`config.mk`:
```
export PLATFORM = sky130hd
export DESIGN_NAME = gun_flash_ctl
export DESIGN_NICKNAME = d
export VERILOG_FILES = /design/src/rtl/gun_flash_ctl.sv
export SDC_FILE = /design/constraint.sdc
export NUM_CORES = 1
export LEC_CHECK = 0
export ABC_AREA = 1
export CORE_MARGIN = 8
export CORE_UTILIZATION = 60
export CTS_BUF_LIST = sky130_fd_sc_hd__clkbuf_16
export DETAILED_ROUTE_END_ITERATION = 6
export DONT_BUFFER_PORTS = 1
export PLACE_DENSITY = 0.77
export SETUP_SLACK_MARGIN = 0.3
export SYNTH_ARGS = -nofsm -noshare
export SYNTH_HDL_FRONTEND = slang
export SYNTH_SLANG_ARGS = --single-unit
```
`constraint.sdc`:
```
create_clock -name clk -period 1.6 [get_ports clk]
set_input_delay 0.24 -clock clk [delete_from_list [all_inputs] [get_ports clk]]
set_output_delay 0.24 -clock clk [all_outputs]
set_load 0.02 [all_outputs]
```
`src/rtl/gun_flash_ctl.sv`:
```
`default_nettype none
// ============================================================================
// Module  : gun_flash_ctl
// Purpose : Display-side half of the light-gun shot protocol. A trigger
//           request is turned into one black frame followed by
//           WHITE_FRAMES frames with the target drawn white. The
//           photodetector reply is judged and one hit or miss pulse is
//           reported per accepted shot.
// Ports   : clk               - pixel clock
//           rst_n             - asynchronous active-low reset
//           frame_start       - one-cycle pulse at first pixel of a frame
//           shot_req          - one-cycle debounced trigger pulse
//           gun_is_connected  - level, shots ignored while low
//           gun_photodetector - asynchronous level, 1 = light seen
//           blank_screen      - draw stage forces whole screen black
//           target_white      - draw stage paints target box white
//           busy              - shot sequence in progress
//           hit / miss        - one-cycle result pulses
// Revision: 1.0 - initial release
// ============================================================================
module gun_flash_ctl #(
  parameter int WHITE_FRAMES    = 1,
  parameter int COOLDOWN_FRAMES = 4,
  parameter int DETECT_MIN      = 16,
  parameter int SYNC_STAGES     = 2
) (
  input  logic clk,
  input  logic rst_n,
  input  logic frame_start,
  input  logic shot_req,
  input  logic gun_is_connected,
  input  logic gun_photodetector,
  output logic blank_screen,
  output logic target_white,
  output logic busy,
  output logic hit,
  output logic miss
);

  // frame_cnt only ever counts 0 .. max(WHITE_FRAMES, COOLDOWN_FRAMES)-1
  localparam int c_FC_MAX = (WHITE_FRAMES > COOLDOWN_FRAMES) ? WHITE_FRAMES : COOLDOWN_FRAMES;
  localparam int c_FCW    = (c_FC_MAX < 2) ? 1 : $clog2(c_FC_MAX);
  localparam int c_LCW    = $clog2(DETECT_MIN + 1);

  localparam logic [c_FCW-1:0] c_WHITE_LAST = c_FCW'(WHITE_FRAMES - 1);
  localparam logic [c_FCW-1:0] c_COOL_LAST  =
      (COOLDOWN_FRAMES > 0) ? c_FCW'(COOLDOWN_FRAMES - 1) : '0;
  localparam logic [c_LCW-1:0] c_DETECT     = c_LCW'(DETECT_MIN);
  localparam logic [c_FCW-1:0] c_FC_ONE     = c_FCW'(1);
  localparam logic [c_LCW-1:0] c_LC_ONE     = c_LCW'(1);

  typedef enum logic [2:0] {
    S_IDLE     = 3'd0,
    S_ARM      = 3'd1,
    S_BLACK    = 3'd2,
    S_WHITE    = 3'd3,
    S_RESULT   = 3'd4,
    S_COOLDOWN = 3'd5
  } state_t;

  state_t                 r_state;
  state_t                 w_state_nxt;
  logic [SYNC_STAGES-1:0] r_pd_sync;
  logic                   w_pd;
  logic [c_FCW-1:0]       r_frame_cnt;
  logic [c_FCW-1:0]       w_frame_cnt_nxt;
  logic [c_LCW-1:0]       r_light_cnt;
  logic [c_LCW-1:0]       w_light_cnt_nxt;
  logic                   r_dark_fail;
  logic                   w_dark_fail_nxt;
  logic                   w_hit_nxt;
  logic                   w_miss_nxt;
  logic                   r_blank;
  logic                   r_white;
  logic                   r_busy;
  logic                   r_hit;
  logic                   r_miss;

  // Photodetector is asynchronous to the pixel clock: plain shift-register
  // synchroniser, oldest stage is the usable value.
  always_ff @(posedge clk or negedge rst_n) begin
    if (!rst_n) begin
      r_pd_sync <= '0;
    end else begin
      r_pd_sync <= {r_pd_sync[SYNC_STAGES-2:0], gun_photodetector};
    end
  end

  assign w_pd = r_pd_sync[SYNC_STAGES-1];

  // State register
  always_ff @(posedge clk or negedge rst_n) begin
    if (!rst_n) begin
      r_state <= S_IDLE;
    end else begin
      r_state <= w_state_nxt;
    end
  end

  // Next-state and next-datapath logic
  always_comb begin
    w_state_nxt     = r_state;
    w_frame_cnt_nxt = r_frame_cnt;
    w_light_cnt_nxt = r_light_cnt;
    w_dark_fail_nxt = r_dark_fail;
    w_hit_nxt       = 1'b0;
    w_miss_nxt      = 1'b0;

    unique case (r_state)
      S_IDLE: begin
        // A frame_start coincident with the shot is deliberately not used:
        // ARM waits for the next one so BLACK always spans a whole frame.
        if (shot_req && gun_is_connected) begin
          w_state_nxt = S_ARM;
        end
      end

      S_ARM: begin
        w_light_cnt_nxt = '0;
        w_dark_fail_nxt = 1'b0;
        if (frame_start) begin
          w_state_nxt = S_BLACK;
        end
      end

      S_BLACK: begin
        // Light seen while the screen is black means an external lamp, not
        // the target: poison the shot.
        if (w_pd) begin
          w_dark_fail_nxt = 1'b1;
        end
        if (frame_start) begin
          w_state_nxt     = S_WHITE;
          w_frame_cnt_nxt = '0;
        end
      end

      S_WHITE: begin
        if (w_pd && (r_light_cnt != c_DETECT)) begin
          w_light_cnt_nxt = r_light_cnt + c_LC_ONE;
        end
        if (frame_start) begin
          if (r_frame_cnt == c_WHITE_LAST) begin
            w_state_nxt = S_RESULT;
            // Verdict is registered on entry so the pulse coincides with
            // the single RESULT cycle; it includes this cycle's light sample.
            if ((w_light_cnt_nxt == c_DETECT) && !r_dark_fail) begin
              w_hit_nxt = 1'b1;
            end else begin
              w_miss_nxt = 1'b1;
            end
          end else begin
            w_frame_cnt_nxt = r_frame_cnt + c_FC_ONE;
          end
        end
      end

      S_RESULT: begin
        w_frame_cnt_nxt = '0;
        w_state_nxt     = (COOLDOWN_FRAMES == 0) ? S_IDLE : S_COOLDOWN;
      end

      S_COOLDOWN: begin
        if (frame_start) begin
          if (r_frame_cnt == c_COOL_LAST) begin
            w_state_nxt = S_IDLE;
          end else begin
            w_frame_cnt_nxt = r_frame_cnt + c_FC_ONE;
          end
        end
      end

      default: begin
        w_state_nxt = S_IDLE;
      end
    endcase
  end

  // Datapath and registered outputs. Outputs are decoded from the next
  // state so they are aligned with the state register itself.
  always_ff @(posedge clk or negedge rst_n) begin
    if (!rst_n) begin
      r_frame_cnt <= '0;
      r_light_cnt <= '0;
      r_dark_fail <= 1'b0;
      r_blank     <= 1'b0;
      r_white     <= 1'b0;
      r_busy      <= 1'b0;
      r_hit       <= 1'b0;
      r_miss      <= 1'b0;
    end else begin
      r_frame_cnt <= w_frame_cnt_nxt;
      r_light_cnt <= w_light_cnt_nxt;
      r_dark_fail <= w_dark_fail_nxt;
      r_blank     <= (w_state_nxt == S_BLACK);
      r_white     <= (w_state_nxt == S_WHITE);
      r_busy      <= (w_state_nxt != S_IDLE);
      r_hit       <= w_hit_nxt;
      r_miss      <= w_miss_nxt;
    end
  end

  assign blank_screen = r_blank;
  assign target_white = r_white;
  assign busy         = r_busy;
  assign hit          = r_hit;
  assign miss         = r_miss;

endmodule
`default_nettype wire

```
==> impl_results.md <==
* Run status: complete, no violations
* Routed via count at 833
* Synth area leaders: dfrtp_1 (48%), nand2_1 (13%), inv_1 (6.8%)
* Residual DRC at 0
* Ys flop type: dfrtp_1
* Max IR drop VDD at 1.14 mV
* Pin count of the biggest net entering global routing at 19
* Initial antenna violation count at 0
* Total track usage at 12.9%
* IO Count at 11
* Asr flop ratio synth at 100%
* Antenna diodes at 0
* Rows at 14
* Most common cell in the netlist: nand2_1
* Maximum clock rate at 715 MHz
* Crit Path Max Fanout at 4
* Fillers at 90
* Max Cap Viol at 0
* Fin nets at 143
* Mapped cell area at 933 µm²
* Grt ovf at 0
* Min cycle time layout at 1400 ps
* Final setup viols at 0
* Via density at 5.67
* PortBufs at 0
* Post-synth top area share at 48.3%
* Synth top cells by count: nand2_1 (33), dfrtp_1 (18), inv_1 (17), nor2_1 (13), nand3_1 (11)
* Vias in the first global route at 765
* Clock Skews at 3.26 ps
* Clk Latency, worst-skew pair at 240 ps
* RSZ-0062 raised after global routing: true
* First-pass GRT wire length at 3260 µm
* Actual slew at the worst max-slew pin at 786 ps
* Total CTS buffers at 3
* Setup TNS Final at 0 ps
* Mapped Nets at 128
* Die Width at 55.4 µm
* Core Box Area at 1490 µm²
* DRT iter0 DRCs at 25
* Sequential area share after synthesis at 48.3%
* Clk buf depth at 2
* Leak at 0.584 nW
* Starting Density at 62.7%
* Syn Inst Count at 118
* TritonCTS clock tree: done
* Arrival time of the worst setup path at 1530 ps
* Seq cells post-synth at 18
* Antenna Violating Nets Remaining at 0
* Clk pin slew, worst setup/hold paths at 50 ps
* Final worst slack at 202 ps
* Die area at 3070 µm²
* Dpl cells at 134
* CP endpoint kind: flop
* CP required at 1730 ps
* Area Growth Syn to Fin at 29.6%
* 1st-pass router iterations at 4
* Share of layout cells above drive strength 1 at 35.9%
* Area leader, netlist: dfrtp_1
* Syn. warnings at 0
* Worst setup SP type: flop
* PwrDens at 1720 nW/µm²
* Clk sink count at 18
* Yosys cell types at 19
* Worst Hold Class: input pin to flop
* Layout Cells excl Fill at 147
* Die Ht at 55.4 µm
* Detailed Place HPWL at 1420 µm
* EDFF count, synth at 0
* WL final at 2330 µm
* GPL Wtd Cong at 0.870
* Clock root buffer: clkbuf_16
* Setup CP Type: flop to flop
* Fin. max-slew vios at 0
* Slew headroom at 47.4%
* Fin crit share at 87.4%
* Pre-CTS setup slack at 182 ps
* Htree depth at 1
* Number of hold violations in the final report at 0
* Per-cell routed wire length at 15.8 µm
* Final Total Pwr at 2.09 mW
* Synth Area per Inst at 7.91 µm²
[per-layer routing]
metal,GRT usage (%),vias to the layer above,wire [µm],share of wire [%]
met5,0,-,0,0
met4,9.15,0,83,3.6
met3,3.88,9,80,3.4
met2,22.0,20,1260,54
met1,13.0,398,903,39
li1,-,406,-,-
[cells in the final DEF (no fill, tap or decap), types with 2 or more instances in the layout]
cell type / synthesis / final
nand3_2: 0 / 2
nand2_2: 1 / 11
buf_4: 0 / 9
o21ai_0: 5 / 3
nor2_2: 1 / 4
o21ai_1: 0 / 2
nand4_1: 2 / 2
nand2_1: 33 / 22
nor2_1: 13 / 9
inv_2: 2 / 7
dfrtp_1: 18 / 18
ha_4: 0 / 2
clkbuf_16: 0 / 3
nor2_4: 1 / 2
nand2_4: 1 / 2
inv_1: 17 / 12
o22ai_1: 3 / 3
nand3_1: 11 / 9
[flip-flops by register name (all words and copies together), names as in the netlist]
| signal | flops |
|---|---|
| r_light_cnt | 5 |
| r_dark_fail | 1 |
| miss | 1 |
| r_frame_cnt | 2 |
| target_white | 1 |
| blank_screen | 1 |
| r_state | 3 |
| r_pd_sync | 2 |
| busy | 1 |
| hit | 1 |
[critical path, cell delays in order (launching register included)]
cell and delay [ps]:
dfrtp_1 400, inv_2 100, ha_4 140, nand2_2 50
inv_2 70, nand2_4 60, nand2_2 80, nand2_2 60
buf_4 130, a22o_2 190
[power breakdown]
part / internal [mW] / total [mW] / leakage [nW] / switching [mW]
Sequential: 0.574 / 0.726 / 0.236 / 0.151
Combinational: 0.354 / 0.881 / 0.311 / 0.527
Clock: 0.328 / 0.479 / 0.0370 / 0.151
Total: 1.26 / 2.09 / 0.584 / 0.830
[per-stage QoR]
stage	util [%]	hold slack (ps)	instance area (µm²)
after floorplan	-	-55.6	933
after global placement	64.0	-55.2	953
after detailed placement	64.0	-55.2	953
after CTS	72.8	19.7	1080
after global routing	81.3	16.7	1210
final	81.3	23.2	1210
[final cells by class]
| class | count | area [µm²] | area share, % |
|---|---|---|---|
| multi-input combinational | 81 | 515 | 42.6 |
| tap | 16 | 20.0 | 1.65 |
| sequential | 18 | 450 | 37.2 |
| timing repair buffer | 10 | 77.6 | 6.41 |
| clock buffer | 3 | 75.1 | 6.20 |
| inverter | 19 | 71.3 | 5.89 |
[what timing repair did]
item | CTS | global route
hold buffers | 1 | 0
gates resized for setup | 9 | 25
endpoints found under the hold margin | 18 | 0
buffers inserted | 3 | 6
pin swaps | 6 | 17
setup endpoints to repair | 5 | 10
[worst paths after layout]
path                       slack (ps)             end  cells past startpoint              start
setup / recovery                  200  r_light_cnt[2]                      9     r_light_cnt[1]
hold / removal                     20    r_pd_sync[0]                      0  gun_photodetector
setup reg to reg                  200  r_light_cnt[2]                      9     r_light_cnt[1]
hold reg to reg                   350    r_pd_sync[1]                      0       r_pd_sync[0]
max in group asynchronous         590  r_light_cnt[3]                      1              rst_n
min in group asynchronous         520      r_state[1]                      1              rst_n
[cell families (layout without fill, tap and decap cells)]
kind of cell	after synthesis	after routing	share of synthesized area, %
AO/OA/AOI/OAI	12	12	8.18
adder cells (fa/ha/maj)	4	4	5.36
buffers and inverters	19	32	7.64
flip-flops	18	18	48.3
AND/OR/NAND/NOR	65	65	30.6
(Power assumes the default switching activity.)
